$ cat src/rtl/hazard_controller_if.sv
// Hazard controller bus: decode-stage metadata and E/M status in from the
// core, stage stall/flush controls, forward selects and perf counters out.
interface hazard_controller_if #(
    parameter int REG_ADDR_W = 5,
    parameter int CNT_W      = 32
);
    logic                  validD;
    logic [REG_ADDR_W-1:0] rs1D;
    logic [REG_ADDR_W-1:0] rs2D;
    logic                  usesRs1D;
    logic                  usesRs2D;
    logic [REG_ADDR_W-1:0] rdD;
    logic                  regWriteD;
    logic                  memOpD;
    logic                  loadD;
    logic [1:0]            pcSrcE;
    logic                  dmemReady;

    logic                  stallF;
    logic                  stallD;
    logic                  stallE;
    logic                  stallM;
    logic                  flushD;
    logic                  flushE;
    logic                  flushW;
    logic [1:0]            rs1ForwardSrcE;
    logic [1:0]            rs2ForwardSrcE;
    logic [CNT_W-1:0]      loadUseStallCnt;
    logic [CNT_W-1:0]      memStallCnt;
    logic [CNT_W-1:0]      flushCnt;

    // Core side
    modport master (
        output validD, rs1D, rs2D, usesRs1D, usesRs2D, rdD, regWriteD,
               memOpD, loadD, pcSrcE, dmemReady,
        input  stallF, stallD, stallE, stallM, flushD, flushE, flushW,
               rs1ForwardSrcE, rs2ForwardSrcE,
               loadUseStallCnt, memStallCnt, flushCnt
    );

    // Hazard controller side
    modport slave (
        input  validD, rs1D, rs2D, usesRs1D, usesRs2D, rdD, regWriteD,
               memOpD, loadD, pcSrcE, dmemReady,
        output stallF, stallD, stallE, stallM, flushD, flushE, flushW,
               rs1ForwardSrcE, rs2ForwardSrcE,
               loadUseStallCnt, memStallCnt, flushCnt
    );
endinterface

$ cat src/rtl/hazard_controller.sv
// Pipeline sequencer for the 5-stage core. Tracks register-usage metadata
// for E/M/W/PostW and derives stalls, flushes, E-stage forward selects and
// stall/flush performance counters.
module hazard_controller #(
    parameter int REG_ADDR_W = 5,
    parameter int CNT_W      = 32
) (
    input  logic          clk,
    input  logic          reset,
    hazard_controller_if.slave bus
);

    typedef struct packed {
        logic                  valid;
        logic [REG_ADDR_W-1:0] rd;
        logic                  regWrite;
        logic                  memOp;
        logic                  load;
    } stage_t;

    typedef struct packed {
        stage_t                s;
        logic [REG_ADDR_W-1:0] rs1;
        logic [REG_ADDR_W-1:0] rs2;
        logic                  usesRs1;
        logic                  usesRs2;
    } ex_t;

    typedef enum logic [1:0] {
        FWD_NONE  = 2'd0,
        FWD_M     = 2'd1,
        FWD_W     = 2'd2,
        FWD_POSTW = 2'd3
    } fwd_e;

    ex_t    e_q, e_d;
    stage_t m_q, m_d;
    stage_t w_q, w_d;
    stage_t pw_q, pw_d;

    logic [CNT_W-1:0] lu_cnt_q, ms_cnt_q, fl_cnt_q;

    logic mem_stall, redirect, load_use;
    fwd_e fwd1, fwd2;

    function automatic fwd_e fwd_sel(
        input logic                  uses,
        input logic [REG_ADDR_W-1:0] src,
        input ex_t                   e,
        input stage_t                m,
        input stage_t                w,
        input stage_t                pw
    );
        fwd_e sel;
        sel = FWD_NONE;
        if (e.s.valid && uses && (src != '0)) begin
            // A load in M cannot supply its data yet, so it never wins here
            if (m.valid && m.regWrite && !m.load && (m.rd == src))
                sel = FWD_M;
            else if (w.valid && w.regWrite && (w.rd == src))
                sel = FWD_W;
            else if (pw.valid && pw.regWrite && (pw.rd == src))
                sel = FWD_POSTW;
        end
        return sel;
    endfunction

    // Hazard conditions, in priority order memStall > redirect > loadUse
    always_comb begin
        mem_stall = m_q.valid && m_q.memOp && !bus.dmemReady;
        redirect  = e_q.s.valid && (bus.pcSrcE != 2'd0) && !mem_stall;
        load_use  = !mem_stall && !redirect && bus.validD && e_q.s.valid &&
                    e_q.s.load && e_q.s.regWrite && (e_q.s.rd != '0) &&
                    ((bus.usesRs1D && (bus.rs1D == e_q.s.rd)) ||
                     (bus.usesRs2D && (bus.rs2D == e_q.s.rd)));
        fwd1      = fwd_sel(e_q.usesRs1, e_q.rs1, e_q, m_q, w_q, pw_q);
        fwd2      = fwd_sel(e_q.usesRs2, e_q.rs2, e_q, m_q, w_q, pw_q);
    end

    // Shadow pipeline next state
    always_comb begin
        e_d  = e_q;
        m_d  = m_q;
        w_d  = w_q;
        pw_d = w_q;
        if (mem_stall) begin
            // E and M freeze; the W slot is filled with a bubble
            w_d = '0;
        end else begin
            w_d = m_q;
            m_d = e_q.s;
            e_d = '0;
            if (!redirect && !load_use && bus.validD) begin
                e_d.s.valid    = 1'b1;
                e_d.s.rd       = bus.rdD;
                e_d.s.regWrite = bus.regWriteD;
                e_d.s.memOp    = bus.memOpD;
                e_d.s.load     = bus.loadD;
                e_d.rs1        = bus.rs1D;
                e_d.rs2        = bus.rs2D;
                e_d.usesRs1    = bus.usesRs1D;
                e_d.usesRs2    = bus.usesRs2D;
            end
        end
    end

    // Shadow pipeline and performance counter registers
    always_ff @(posedge clk or negedge reset) begin
        if (!reset) begin
            e_q      <= '0;
            m_q      <= '0;
            w_q      <= '0;
            pw_q     <= '0;
            lu_cnt_q <= '0;
            ms_cnt_q <= '0;
            fl_cnt_q <= '0;
        end else begin
            e_q  <= e_d;
            m_q  <= m_d;
            w_q  <= w_d;
            pw_q <= pw_d;
            if (load_use)  lu_cnt_q <= lu_cnt_q + CNT_W'(1);
            if (mem_stall) ms_cnt_q <= ms_cnt_q + CNT_W'(1);
            if (redirect)  fl_cnt_q <= fl_cnt_q + CNT_W'(1);
        end
    end

    assign bus.stallF          = mem_stall | load_use;
    assign bus.stallD          = mem_stall | load_use;
    assign bus.stallE          = mem_stall;
    assign bus.stallM          = mem_stall;
    assign bus.flushD          = redirect;
    assign bus.flushE          = redirect | load_use;
    assign bus.flushW          = mem_stall;
    assign bus.rs1ForwardSrcE  = fwd1;
    assign bus.rs2ForwardSrcE  = fwd2;
    assign bus.loadUseStallCnt = lu_cnt_q;
    assign bus.memStallCnt     = ms_cnt_q;
    assign bus.flushCnt        = fl_cnt_q;

endmodule

$ cat src/flat_wrapper.sv
// flat-port wrapper written by rule: the top's interface ports become plain ports
module hazard_controller_flat 
#(
    parameter int REG_ADDR_W = 5,
    parameter int CNT_W      = 32
)
  (clk, reset, bus_validD, bus_rs1D, bus_rs2D, bus_usesRs1D, bus_usesRs2D, bus_rdD, bus_regWriteD, bus_memOpD, bus_loadD, bus_pcSrcE, bus_dmemReady, bus_stallF, bus_stallD, bus_stallE, bus_stallM, bus_flushD, bus_flushE, bus_flushW, bus_rs1ForwardSrcE, bus_rs2ForwardSrcE, bus_loadUseStallCnt, bus_memStallCnt, bus_flushCnt);
  hazard_controller_if #(.REG_ADDR_W(REG_ADDR_W), .CNT_W(CNT_W)) bus_i ();
  input  logic clk;
  input  logic reset;
  input wire logic [$bits(bus_i.validD)-1:0] bus_validD;
  input wire logic [$bits(bus_i.rs1D)-1:0] bus_rs1D;
  input wire logic [$bits(bus_i.rs2D)-1:0] bus_rs2D;
  input wire logic [$bits(bus_i.usesRs1D)-1:0] bus_usesRs1D;
  input wire logic [$bits(bus_i.usesRs2D)-1:0] bus_usesRs2D;
  input wire logic [$bits(bus_i.rdD)-1:0] bus_rdD;
  input wire logic [$bits(bus_i.regWriteD)-1:0] bus_regWriteD;
  input wire logic [$bits(bus_i.memOpD)-1:0] bus_memOpD;
  input wire logic [$bits(bus_i.loadD)-1:0] bus_loadD;
  input wire logic [$bits(bus_i.pcSrcE)-1:0] bus_pcSrcE;
  input wire logic [$bits(bus_i.dmemReady)-1:0] bus_dmemReady;
  output wire logic [$bits(bus_i.stallF)-1:0] bus_stallF;
  output wire logic [$bits(bus_i.stallD)-1:0] bus_stallD;
  output wire logic [$bits(bus_i.stallE)-1:0] bus_stallE;
  output wire logic [$bits(bus_i.stallM)-1:0] bus_stallM;
  output wire logic [$bits(bus_i.flushD)-1:0] bus_flushD;
  output wire logic [$bits(bus_i.flushE)-1:0] bus_flushE;
  output wire logic [$bits(bus_i.flushW)-1:0] bus_flushW;
  output wire logic [$bits(bus_i.rs1ForwardSrcE)-1:0] bus_rs1ForwardSrcE;
  output wire logic [$bits(bus_i.rs2ForwardSrcE)-1:0] bus_rs2ForwardSrcE;
  output wire logic [$bits(bus_i.loadUseStallCnt)-1:0] bus_loadUseStallCnt;
  output wire logic [$bits(bus_i.memStallCnt)-1:0] bus_memStallCnt;
  output wire logic [$bits(bus_i.flushCnt)-1:0] bus_flushCnt;
  assign bus_i.validD = bus_validD;
  assign bus_i.rs1D = bus_rs1D;
  assign bus_i.rs2D = bus_rs2D;
  assign bus_i.usesRs1D = bus_usesRs1D;
  assign bus_i.usesRs2D = bus_usesRs2D;
  assign bus_i.rdD = bus_rdD;
  assign bus_i.regWriteD = bus_regWriteD;
  assign bus_i.memOpD = bus_memOpD;
  assign bus_i.loadD = bus_loadD;
  assign bus_i.pcSrcE = bus_pcSrcE;
  assign bus_i.dmemReady = bus_dmemReady;
  assign bus_stallF = bus_i.stallF;
  assign bus_stallD = bus_i.stallD;
  assign bus_stallE = bus_i.stallE;
  assign bus_stallM = bus_i.stallM;
  assign bus_flushD = bus_i.flushD;
  assign bus_flushE = bus_i.flushE;
  assign bus_flushW = bus_i.flushW;
  assign bus_rs1ForwardSrcE = bus_i.rs1ForwardSrcE;
  assign bus_rs2ForwardSrcE = bus_i.rs2ForwardSrcE;
  assign bus_loadUseStallCnt = bus_i.loadUseStallCnt;
  assign bus_memStallCnt = bus_i.memStallCnt;
  assign bus_flushCnt = bus_i.flushCnt;
  hazard_controller #(.REG_ADDR_W(REG_ADDR_W), .CNT_W(CNT_W)) u_core (.clk(clk), .reset(reset), .bus(bus_i));
endmodule
$ cat config.mk
export PLATFORM = sky130hd
export DESIGN_NAME = hazard_controller_flat
export DESIGN_NICKNAME = d
export VERILOG_FILES = /design/src/rtl/hazard_controller_if.sv /design/src/rtl/hazard_controller.sv /design/src/flat_wrapper.sv
export SDC_FILE = /design/constraint.sdc
export NUM_CORES = 1
export LEC_CHECK = 0
export CELL_PAD_IN_SITES_DETAIL_PLACEMENT = 1
export CELL_PAD_IN_SITES_GLOBAL_PLACEMENT = 2
export CORE_MARGIN = 5
export CORE_UTILIZATION = 35
export DETAILED_ROUTE_END_ITERATION = 8
export PLACE_DENSITY = 0.95
export SLEW_MARGIN = 20
export SYNTH_ARGS = -nofsm -noshare
export SYNTH_HDL_FRONTEND = slang
export SYNTH_SLANG_ARGS = --single-unit
$ cat constraint.sdc
create_clock -name clk -period 5.45 [get_ports clk]
set_clock_uncertainty 0.05 [all_clocks]
set_input_delay 0.545 -clock clk [delete_from_list [all_inputs] [get_ports clk]]
set_output_delay 0.545 -clock clk [all_outputs]
set_load 0.01 [all_outputs]
==> implementation parameters <==
Parameter                              Value

STA
  Max-slew headroom at the worst pin    39.1%
  Final cycle utilization of the critical path    67.2%
  Aggregate negative setup slack    0 ns
  Final critical-path required period    3.66 ns
  Setup violations, final    0
  Hold violation total from the final report    0
  Setup repair after global routing missed its margin    false
  Fmax    273 MHz
  Slew at the pin closest to its max-slew limit    0.913 ns
  Final max-slew violation count    0

Drt
  Starting DRT DRC Count    151
  Vias per cell    4.93
  Pre-Repair DR Iteration Count    4
  Number of nets with antenna violations after detailed routing    0
  Wirelength, routed    17000 um
  Routed wire per std cell    17.3 um
  Routed vias    4854
  Residual DRC count    0

Synthesis
  Number of different library cells in the post-synthesis netlist    38
  Summed instance area of the synthesized netlist    0.00636 sq mm
  Count of mapped cells out of synthesis    606
  Total nets after synthesis    635
  Share of synthesized area occupied by flip-flops and latches    55.0%
  Mean instance size in the synthesized netlist    10.5 sq um
  Number of flip-flops and latches in the synthesized netlist    140
  Yosys synthesis warning count    0

Clock tree
  Worst-path clk slew    0.06 ns
  Hold buffers post-CTS    0
  Buffer cell driving the clock tree root    sky130_fd_sc_hd__clkbuf_16
  Insertion delay to the later sink of the worst-skew pair    0.42 ns
  Num Clock Sinks    140
  Deepest level of the CTS H-tree    4
  Clock tree from TritonCTS    built
  Buffers inserted during post-CTS setup optimization    0
  Number of CTS-inserted buffers    17
  Max Buffers Root-to-Sink    2
  Post-cts sizing count    0

Critical path
  Kind of critical path    in -> out
  Critical path endpoint category    primary output
  Worst path required time    4.86 ns
  Worst-path maximum fanout    19
  Crit path arrival time    3.07 ns
  Critical path startpoint category    input pin

Finish
  Area growth, synth to finish    33.3%
  Fraction of final layout cells sized beyond drive strength 1    5.96%
  Post-route cell area    0.00849 sq mm
  Core utilization of the finished layout    47.2%
  Antenna fix cells    0
  Commonest non-fill, non-tap cell in the layout    sky130_fd_sc_hd__dfrtp_1
  Commonest cells after routing, fill and taps aside    140 x sky130_fd_sc_hd__dfrtp_1, 131 x sky130_fd_sc_hd__clkdlybuf4s50_1, 108 x sky130_fd_sc_hd__nand2_1, 86 x sky130_fd_sc_hd__xnor2_1, 47 x sky130_fd_sc_hd__xor2_1
  Total number of nets in the final design    771

Floorplan
  Die Ht    145 um
  Floorplan core area    0.0180 sq mm
  Die outline width    145 um
  Number of core rows    49
  Ports    133
  Die Area    0.0210 sq mm
  Effective utilization at floorplan    35.4%

Hold path
  Hold crit path type    in -> async

Pwr
  Switching Share    25.8%
  Clock network fraction of total power    44.1%
  Leakage power    3.80 nW
  Maximum vdd ir drop    0.214 mV
  Combinational power share    10.6%
  Switching pwr    0.669 mW
  Internal Power    1.93 mW
  Portion of total power attributed to sequential cells    45.3%
  Power density over cell area    306 mW/mm^2

Run status
  Status    completed

GRT
  Largest net degree at the start of global routing    101
  Vias in the first global route    5431
  Total grt overflow    0
  Total routing resource utilization after global routing    17.0%
  Wire length of the first global-routing pass    28300 um
  Initial antenna violation count    0

Placed design
  Placed cell area    0.00790 sq mm
  Half-perimeter wire length after placement    12500 um
  Buffers added on ports    132
  Final weighted congestion in routability-driven placement    0.795

Flow run
  Max-Cap Viols    0
[layout make-up]
cell class / instances / area [sq um]
fill: 1946 / 9480
sequential: 140 / 3500
multi-input combinational: 441 / 2740
timing repair buffer: 135 / 1350
clock buffer: 19 / 443
tap: 229 / 287
clock inverter: 13 / 141
inverter: 7 / 26.3
[Yosys cell counts, drive strengths merged]
cell,n,area (sq um)
a21oi,2,10.0
and2,11,68.8
and3,23,144
and4,7,63.8
buf,6,48.8
clkbuf,12,45.0
dfrtp,140,3500
ha,3,37.5
inv,7,26.3
mux2,2,22.5
nand2,108,405
nand2b,6,37.5
nand3,39,200
nand3b,1,7.51
nand4,23,144
nand4b,1,8.76
nor2,33,129
nor3,11,65.1
nor3b,2,15.0
nor4,5,37.5
o2111ai,1,15.0
o211ai,2,15.0
o21ai,23,115
o22ai,1,6.26
or2,1,6.26
or4,3,22.5
xnor2,86,753
xor2,47,412
[routing by layer]
layer  GRT usage [%]  vias to the layer above  part of all wire [%]
met1            22.3                     2422                    45
met2            27.7                      119                    49
met4            5.60                        0                   1.5
met3            4.11                       17                   4.5
met5               0                        -                     0
li1                -                     2296                     -
[logic make-up (layout without fill, tap and decap cells)]
family / count (synthesis) / in the layout / share of synthesized area (%)
flip-flops: 140 / 140 / 55.0
buffers and inverters: 25 / 174 / 1.89
AO/OA/AOI/OAI: 29 / 29 / 2.54
XOR/XNOR: 133 / 133 / 18.3
multiplexers: 2 / 2 / 0.354
AND/OR/NAND/NOR: 274 / 274 / 21.3
adder cells (fa/ha/maj): 3 / 3 / 0.590
[power groups by stage]
stage / registers (mW) / clock network (mW) / logic, mW
final: 1.18 / 1.14 / 0.275
after floorplan: 1.19 / 0 / 0.116
after CTS: 1.18 / 1.18 / 0.283
after detailed placement: 1.20 / 0 / 0.281
after global routing: 1.19 / 1.23 / 0.304
after global placement: 1.19 / 0 / 0.267
[flip-flops by register name (all words and copies together), names as in the netlist]
name                        flops
u_core.bus.flushCnt            32
u_core.m_q                      9
u_core.bus.memStallCnt         32
u_core.bus.loadUseStallCnt     32
u_core.pw_q                     7
u_core.e_q                     21
u_core.pw_d                     7
[critical path, stage by stage]
cell                              delay [ns]
sky130_fd_sc_hd__clkdlybuf4s50_1        0.44
sky130_fd_sc_hd__xnor2_1                0.23
sky130_fd_sc_hd__nand4_1                0.14
sky130_fd_sc_hd__o22ai_1                0.35
sky130_fd_sc_hd__and2_1                 0.63
sky130_fd_sc_hd__or2_1                  0.19
sky130_fd_sc_hd__clkdlybuf4s50_1        0.54
[metrics by stage]
step / power (mW) / hold slack (ns) / setup WS [ns] / std cells
6_report: 2.60 / 0.170 / 1.79 / 984
4_1_cts: 2.64 / 0.219 / 1.78 / 984
3_3_place_gp: 1.46 / 0.363 / 1.85 / 952
5_1_grt: 2.72 / 0.247 / 1.66 / 984
2_1_floorplan: 1.30 / 0.199 / 3.01 / 606
3_5_place_dp: 1.48 / 0.377 / 1.80 / 952
[worst paths after layout]
kind	startpoint	endpoint	slack, ns	depth (start not counted)
max	bus_rs1D[1]	bus_flushE	1.79	7
min	reset	u_core.bus.loadUseStallCnt[10]	0.17	1
max reg2reg	u_core.m_q[8]	u_core.bus.flushCnt[25]	2.65	9
min reg2reg	u_core.pw_d[4]	u_core.pw_q[4]	0.39	0
max in group asynchronous	reset	u_core.pw_q[6]	4.09	2
min in group clk	u_core.pw_d[4]	u_core.pw_q[4]	0.39	0
(Power assumes the default switching activity.)
